==> config.mk <==
export PLATFORM = sky130hd
export DESIGN_NAME = race_game_engine
export DESIGN_NICKNAME = d
export VERILOG_FILES = /design/src/rtl/race_game_pkg.sv /design/src/rtl/race_turn_timer.sv /design/src/rtl/race_game_engine.sv
export SDC_FILE = /design/constraint.sdc
export NUM_CORES = 1
export LEC_CHECK = 0
export ABC_CLOCK_PERIOD_IN_PS = 7600
export BUFFER_PORTS_ARGS = -buffer_cell sky130_fd_sc_hd__buf_4
export CORE_ASPECT_RATIO = 1.1
export CORE_MARGIN = 5
export CORE_UTILIZATION = 58
export CTS_CLUSTER_DIAMETER = 100
export DETAILED_ROUTE_END_ITERATION = 10
export PLACE_DENSITY = 0.83
export SYNTH_ARGS = -nofsm -noshare
export SYNTH_HDL_FRONTEND = slang
export SYNTH_SLANG_ARGS = --single-unit
==> constraint.sdc <==
create_clock -name clk -period 7.6 [get_ports clk]
set_input_delay 0.76 -clock clk [delete_from_list [all_inputs] [get_ports clk]]
set_output_delay 0.76 -clock clk [all_outputs]
set_load 0.005 [all_outputs]
==> src/rtl/race_game_pkg.sv <==
// Shared types for the race game engine: FSM states, event codes and the
// board event table.
package race_game_pkg;

   typedef enum logic [2:0] {
      S_IDLE,
      S_WAIT_DICE,
      S_MOVE,
      S_CHECK,
      S_EVENT,
      S_NEXT,
      S_WIN
   } state_e;

   typedef enum logic [3:0] {
      EVT_NONE  = 4'd0,
      EVT_HOLD  = 4'd1,
      EVT_BACK  = 4'd2,
      EVT_BONUS = 4'd3
   } evt_e;

   function automatic evt_e evt_lookup(input logic [3:0] square);
      evt_e code;
      case (square)
         4'd2:    code = EVT_HOLD;
         4'd3:    code = EVT_BACK;
         4'd5:    code = EVT_BONUS;
         default: code = EVT_NONE;
      endcase
      return code;
   endfunction

endpackage

==> src/rtl/race_turn_timer.sv <==
// Per-throw countdown: a tick prescaler feeding a seconds counter.
// expire is raised while enabled with no seconds left.
module race_turn_timer #(
   parameter int TICKS_PER_SEC = 100_000_000,
   parameter int TIMEOUT_SEC   = 8
) (
   input  logic       clk,
   input  logic       reset,
   input  logic       reload,
   input  logic       en,
   output logic [3:0] time_left,
   output logic       expire
);

   localparam int TW = $clog2(TICKS_PER_SEC + 1);
   localparam logic [TW-1:0] TMAX = TW'(TICKS_PER_SEC - 1);

   logic [TW-1:0] tick;

   always_ff @(posedge clk or posedge reset) begin
      if (reset) begin
         tick      <= '0;
         time_left <= '0;
      end else if (reload) begin
         tick      <= '0;
         time_left <= 4'(TIMEOUT_SEC);
      end else if (en && time_left != 4'd0) begin
         if (tick == TMAX) begin
            tick      <= '0;
            time_left <= time_left - 4'd1;
         end else begin
            tick <= tick + 1'b1;
         end
      end
   end

   assign expire = en && (time_left == 4'd0);

endmodule

==> src/rtl/race_game_engine.sv <==
// Board race game controller: dice-driven moves, square events and winner.
// Define RACE_TIMEOUT_EN to enable the per-throw timeout.
module race_game_engine #(
   parameter int NUM_PLAYERS   = 2,
   parameter int BOARD_LEN     = 10,
   parameter int DICE_W        = 2,
   parameter int TICKS_PER_SEC = 100_000_000,
   parameter int TIMEOUT_SEC   = 8,
   localparam int POS_W        = $clog2(BOARD_LEN + 1),
   localparam int PID_W        = $clog2(NUM_PLAYERS)
) (
   input  logic                         clk,
   input  logic                         reset,
   input  logic                         start_btn,
   input  logic                         dice_valid,
   input  logic [DICE_W-1:0]            dice_value,
   input  logic                         evt_done,
   output logic [NUM_PLAYERS*POS_W-1:0] pos_flat,
   output logic [PID_W-1:0]             turn,
   output logic                         pos_valid,
   output logic [3:0]                   event_flag,
   output logic                         winner_valid,
   output logic [PID_W-1:0]             winner_id,
   output logic [3:0]                   time_left
);

   import race_game_pkg::*;

   localparam int SUM_W = POS_W + DICE_W + 1;

   state_e            state;
   logic [POS_W-1:0]  pos [NUM_PLAYERS];
   logic [DICE_W-1:0] dice_lat;
   logic              bonus_pend;
   logic [SUM_W-1:0]  sum;
   logic [POS_W-1:0]  next_pos;
   evt_e              cur_evt;
   logic              t_reload;
   logic              t_en;
   logic              expire;

   assign sum = SUM_W'(pos[turn]) + SUM_W'(dice_lat);

   always_comb begin
      next_pos = sum[POS_W-1:0];
      if (sum > SUM_W'(BOARD_LEN))
         next_pos = POS_W'(BOARD_LEN);
   end

   assign cur_evt = evt_lookup(4'(pos[turn]));

   for (genvar k = 0; k < NUM_PLAYERS; k++) begin : g_flat
      assign pos_flat[k*POS_W +: POS_W] = pos[k];
   end

`ifdef RACE_TIMEOUT_EN
   assign t_reload = (state == S_IDLE && start_btn) || state == S_NEXT;
   assign t_en     = (state == S_WAIT_DICE);
`else
   assign t_reload = 1'b0;
   assign t_en     = 1'b0;
`endif

   race_turn_timer #(
      .TICKS_PER_SEC (TICKS_PER_SEC),
      .TIMEOUT_SEC   (TIMEOUT_SEC)
   ) u_timer (
      .clk       (clk),
      .reset     (reset),
      .reload    (t_reload),
      .en        (t_en),
      .time_left (time_left),
      .expire    (expire)
   );

   always_ff @(posedge clk or posedge reset) begin
      if (reset) begin
         state        <= S_IDLE;
         for (int k = 0; k < NUM_PLAYERS; k++) pos[k] <= '0;
         turn         <= '0;
         dice_lat     <= '0;
         bonus_pend   <= 1'b0;
         pos_valid    <= 1'b0;
         event_flag   <= '0;
         winner_valid <= 1'b0;
         winner_id    <= '0;
      end else begin
         pos_valid <= 1'b0;
         case (state)
            S_IDLE: begin
               if (start_btn) begin
                  for (int k = 0; k < NUM_PLAYERS; k++) pos[k] <= '0;
                  turn       <= '0;
                  bonus_pend <= 1'b0;
                  state      <= S_WAIT_DICE;
               end
            end
            // a valid throw takes priority over a coincident expiry
            S_WAIT_DICE: begin
               if (dice_valid && dice_value != '0) begin
                  dice_lat <= dice_value;
                  state    <= S_MOVE;
               end else if (expire) begin
                  state <= S_NEXT;
               end
            end
            S_MOVE: begin
               pos[turn] <= next_pos;
               pos_valid <= 1'b1;
               state     <= S_CHECK;
            end
            S_CHECK: begin
               if (pos[turn] == POS_W'(BOARD_LEN)) begin
                  winner_valid <= 1'b1;
                  winner_id    <= turn;
                  state        <= S_WIN;
               end else if (cur_evt != EVT_NONE) begin
                  event_flag <= cur_evt;
                  state      <= S_EVENT;
               end else begin
                  state <= S_NEXT;
               end
            end
            S_EVENT: begin
               if (evt_done) begin
                  if (event_flag == EVT_BACK)  pos[turn]  <= '0;
                  if (event_flag == EVT_BONUS) bonus_pend <= 1'b1;
                  event_flag <= '0;
                  state      <= S_NEXT;
               end
            end
            S_NEXT: begin
               if (!bonus_pend)
                  turn <= (turn == PID_W'(NUM_PLAYERS - 1)) ? '0 : turn + 1'b1;
               bonus_pend <= 1'b0;
               state      <= S_WAIT_DICE;
            end
            S_WIN: begin
               if (start_btn) begin
                  for (int k = 0; k < NUM_PLAYERS; k++) pos[k] <= '0;
                  winner_valid <= 1'b0;
                  winner_id    <= '0;
                  state        <= S_IDLE;
               end
            end
            default: state <= S_IDLE;
         endcase
      end
   end

endmodule

### Yosys cells after proc, flatten, opt, wreduce, memory -nomap -nowiden

Cells that the tools add are included.

| word-level totals | value |
|---|---|
| register bits | 22 |
| input bits | 7 |

| operators by class | value |
|---|---|
| $add $sub $neg | 2 |
| $lt $le $gt $ge | 3 |
| equality and inequality tests | 23 |
| muxes and demuxes | 35 |
| bitwise logic cells | 3 |
| reduce and logical (&&, ||, !) cells | 18 |

Operators by type and width:

| operator | number |
|---|---|
| 2-to-1 mux 4 bit | 8 |
| 2-to-1 mux 8 bit | 3 |
| one-hot mux 8 bit (3 select lines) | 1 |
| one-hot mux 3 bit (7 select lines) | 1 |
| inequality test 2 bit, second input constant | 10 |
| equality test 4 x 2 -> 1 bit, second input constant | 4 |
| AND reduction 4 bit | 4 |
| 2-to-1 mux 3 bit | 4 |
| equality test 3 bit, second input constant | 3 |
| 2-to-1 mux 1 bit | 9 |
| bitwise AND 8 bit | 1 |
| bitwise mux 8 bit | 1 |
| NOT 8 bit | 1 |
| one-hot mux 4 bit (2 select lines) | 1 |
| nonzero test 2 bit | 4 |
| equality test 3 x 2 -> 1 bit, second input constant | 2 |
| one-hot mux 1 bit (2 select lines) | 3 |
| one-hot mux 2 bit (3 select lines) | 1 |
| AND reduction 3 bit | 2 |
| nonzero test 3 bit | 2 |
| adder 4 x 2 -> 5 bit | 1 |
| > comparator 5 x 4 -> 1 bit, second input constant | 1 |
| demux 4 bit (select 1 bit) | 1 |
| equality test 4 x 3 -> 1 bit, second input constant | 1 |
| 14 further kinds | 15 |

### Logic depth before layout (Yosys ltp)

| logic depth | value |
|---|---|
| depth in word-level cells | 10 |
| gate-level depth with buffers | 10 |
| depth with buffers taken out | 8 |

### Cells and area by module

From an unflattened synthesis, not the netlist that was laid out.

| second synthesis, totals | value |
|---|---|
| cells, all modules | 310 |
| area, all modules | 3111.7 µm² |

Modules (own cells, without submodules):

| module | times used | cells each | area an instance (µm²) | sequential area each (µm²) |
|---|---|---|---|---|
| race_turn_timer | 1 | 174 | 1773.0 | 775.7 |
| race_game_engine | 1 | 136 | 1338.8 | 500.5 |

### Least setup slack after synthesis

OpenSTA, ideal clock, no wires.

| timing | value |
|---|---|
| kind | flip-flop to flip-flop |
| from | register turn |
| to | register (tool-made name) |
| arrival | 2.466 ns |
| required time | 7.534 ns |
| path slack | 5.068 ns |
| stages on the path, launching flop included | 11 |
| buffers on the path | 2 |
| clock period less this slack | 2.532 ns |
| cells stage by stage | dfrtp_1 buf_4 buf_4 mux2i_1 inv_1 ha_1 fa_1 nand2b_1 or4_1 o311ai_1 a22o_1 |

RTL lines:

| element | line | text |
|---|---|---|
| start: declaration | race_game_engine.sv:19 | `output logic [PID_W-1:0] turn,` |
| start signal: assignment | race_game_engine.sv:134 | `turn <= (turn == PID_W'(NUM_PLAYERS - 1)) ? '0 : turn + 1'b1;` |

==> run_results.csv <==
group,metric,value,unit
floorplanning,fp.coreArea,2250,um^2
route,dr.pass1.iters,4,
worst_setup_path,r2r-start,"turn$_DFFE_PP0P_",
global_routing,grt_pass1_wl,5.27,mm
synth,synth_top_family_by_area,"compound AO/OA/AOI/OAI gates",
power_and_ir_drop,swShare,0.455,
floorplanning,die_w,56.1,um
layout,final_nets,171,
global_routing,grt_max_degree,21,
layout,area_growth,11.1,%
sta,relSlewSlack,0.451,
floorplanning,io-pin-count,27,
placement,numPortBuffers,20,
global_routing,grt_pass1_vias,1099,
route,via_count,1159,
synth,ys_ff_latch,20,
hold_path,worstHoldStart,"dice_lat[0]$_DFFE_PP0P_",
synth,synth-simple-area-share,0.173,
power_and_ir_drop,pwr-share-comb,0.512,
worst_setup_path,crit_arrival,3.12,ns
sta,drv_slew,0,
layout,diodes,0,
route,via_per_inst,6.10,
sta,fin_crit_sh,0.377,
hold_path,min_path_cells,1,
cts,cts_buffer_depth,2,
sta,skew,0.00533,ns
cts,path_clk_slew,0.12,ns
sta,setup_violations,0,
power_and_ir_drop,power_density,368,nW/um^2
synth,ys.flop_type,"dfrtp_1",
route,routed_wl,3.10,mm
power_and_ir_drop,switchingPower,252,uW
placement,dp_cells,186,
cts,cts_root_buf,"clkbuf_4",
cts,ctsHoldBuffers,0,
synth,ys_types,47,
worst_setup_path,cp.required,7.85,ns
sta,final-hold-violation-count,0,
cts,ctsResizeCount,0,
route,drc,0,
floorplanning,die-area,3410,um^2
synth,synth_compound_area_frac,0.254,
placement,place_congestion,0.922,
hold_path,hold_class,"reg2reg",
cts,cts-htree-levels,1,
synth,postSynthAreaPerCell,9.29,um^2
placement,place_area,1470,um^2
power_and_ir_drop,vdd.ir_drop.worst,0.199,mV
cts,postCtsSetupBuffers,0,
power_and_ir_drop,seqPwrFrac,0.375,
power_and_ir_drop,power_frac_clock,0.113,
synth,synth_fa_ha_area_frac,0.0332,
global_routing,grt-ovfl-total,0,
synth,netlist_instances,146,
hold_path,hold_end,"dice_lat[0]$_DFFE_PP0P_",
sta,fin_setup_tns,0,ns
worst_setup_path,cp-start-kind,"flip-flop",
worst_setup_path,worstRegToRegCells,8,
synth,synth_area,1360,um^2
worst_setup_path,critPathKind,"reg2reg",
synth,async_reset_ff_frac,1.00,
cts,cts_buffers,3,
flow_run,drv_cap,0,
worst_setup_path,end_kind,"flip-flop",
cts,cts.sinks,20,
floorplanning,fp.dieH,60.7,um
power_and_ir_drop,intPower,302,uW
floorplanning,fp-row-count,18,
cts,insertion_delay,0.30,ns
synth,synth-edff-count,0,
route,postRouteAntennaNets,0,
worst_setup_path,r2r_slack,4.73,ns
synth,synth-xor-area-share,0.00646,
sta,max_slew.worst_pin.slew,0.801,ns
synth,synthMuxAreaShare,0.0683,
synth,synth-seq-area-share,0.369,
route,detail_route.iter0.violations,61,
route,avgRoutedWirePerCell,16.3,um
global_routing,grtUsageTotal,0.198,
placement,hpwl,2.35,mm
power_and_ir_drop,p_total,554,uW
sta,finalCriticalPeriod,2.87,ns
run_status,status,"completed",
layout,final_cell_area,1510,um^2
synth,ys_warn_count,0,
floorplanning,start_util,0.602,
cts,cts_tree,"done",
worst_setup_path,path_max_fanout,15,
layout,drive_gt1_frac,0.200,
global_routing,antenna_found_initial,0,
sta,clock.fmax,349,MHz
sta,rsz0062_at_grt,"false",
layout,stdcell_count,190,
layout,layout_common_cells,"dfrtp_1, buf_4, nand2_1, o21ai_0, inv_1",
power_and_ir_drop,leakagePower,0.682,nW
Yosys cell counts (2+ instances only):
library cell / number / area, um^2
a22o_1: 6 / 52.6
nand2b_1: 4 / 25.0
nand2_1: 10 / 37.5
buf_4: 8 / 60.1
o311ai_1: 2 / 17.5
inv_1: 9 / 33.8
o22a_1: 2 / 17.5
nand3_1: 2 / 10.0
o21ai_2: 2 / 17.5
o221ai_1: 3 / 26.3
buf_2: 5 / 25.0
o31ai_1: 4 / 30.0
o21ai_0: 10 / 50.1
clkbuf_1: 2 / 7.51
o22ai_1: 2 / 12.5
mux2i_1: 3 / 30.0
a21oi_1: 8 / 40.0
dfrtp_1: 20 / 500
nor2_1: 5 / 18.8
nor2b_1: 3 / 18.8
mux2_2: 2 / 22.5
nor3_1: 5 / 25.0
o31a_1: 2 / 17.5
nand3b_1: 2 / 15.0
ha_1: 2 / 25.0
and3_1: 2 / 12.5
layout make-up:
type | instances | area (um^2)
fill | 188 | 746
timing repair buffer | 20 | 150
tap | 30 | 37.5
sequential | 20 | 500
multi-input combinational | 107 | 748
clock buffer | 4 | 36.3
inverter | 9 | 33.8
power groups by stage:
stage | logic (mW) | registers, mW | clock network (mW)
after floorplan | 0.251 | 0.167 | 0
after global placement | 0.271 | 0.206 | 0
after detailed placement | 0.281 | 0.208 | 0
after CTS | 0.283 | 0.206 | 0.0641
after global routing | 0.318 | 0.216 | 0.0698
final | 0.284 | 0.208 | 0.0625
cells by family after synthesis:
kind of cell,after synthesis
AOI/OAI and AO/OA,49
xor gates and xnor gates,1
adders and majority gates,3
buffers and inverters,24
DFF,20
muxes,8
other,1
and+or+nand+nor,40
per-stage QoR:
stage | worst slack (ns) | hold slack, ns | util
2_1_floorplan | 5.07 | 0.486 | -
3_3_place_gp | 4.97 | 0.513 | 0.653
3_5_place_dp | 4.79 | 0.541 | 0.653
4_1_cts | 4.76 | 0.568 | 0.669
5_1_grt | 4.50 | 0.601 | 0.669
6_report | 4.73 | 0.561 | 0.669
worst max-delay path, stage by stage (launching register included):
cell	delay [ns]
dfrtp_1	0.69
mux2i_1	0.38
inv_1	0.13
ha_1	0.24
fa_1	0.47
nand2b_1	0.20
or4_1	0.40
o311ai_1	0.12
a22o_1	0.19
routing by layer:
| metal | GRT usage | routed length, um | vias to the layer above |
|---|---|---|---|
| met5 | 0 | 0 | - |
| met4 | 0.0915 | 43 | 0 |
| met3 | 0.0234 | 137 | 6 |
| met2 | 0.329 | 1540 | 43 |
| met1 | 0.263 | 1380 | 552 |
| li1 | - | - | 558 |
how the worst max path moves through the flow:
| stage | start | endpoint | slack (ns) | depth (start not counted) |
|---|---|---|---|---|
| after floorplan | turn$_DFFE_PP0P_ | flip-flop | 5.07 | 10 |
| after global placement | turn$_DFFE_PP0P_ | flip-flop | 4.97 | 8 |
| after detailed placement | turn$_DFFE_PP0P_ | flip-flop | 4.79 | 8 |
| after CTS | turn$_DFFE_PP0P_ | flip-flop | 4.76 | 8 |
| after global routing | turn$_DFFE_PP0P_ | flip-flop | 4.50 | 8 |
| final | turn$_DFFE_PP0P_ | flip-flop | 4.73 | 8 |
(Power assumes the default switching activity.)
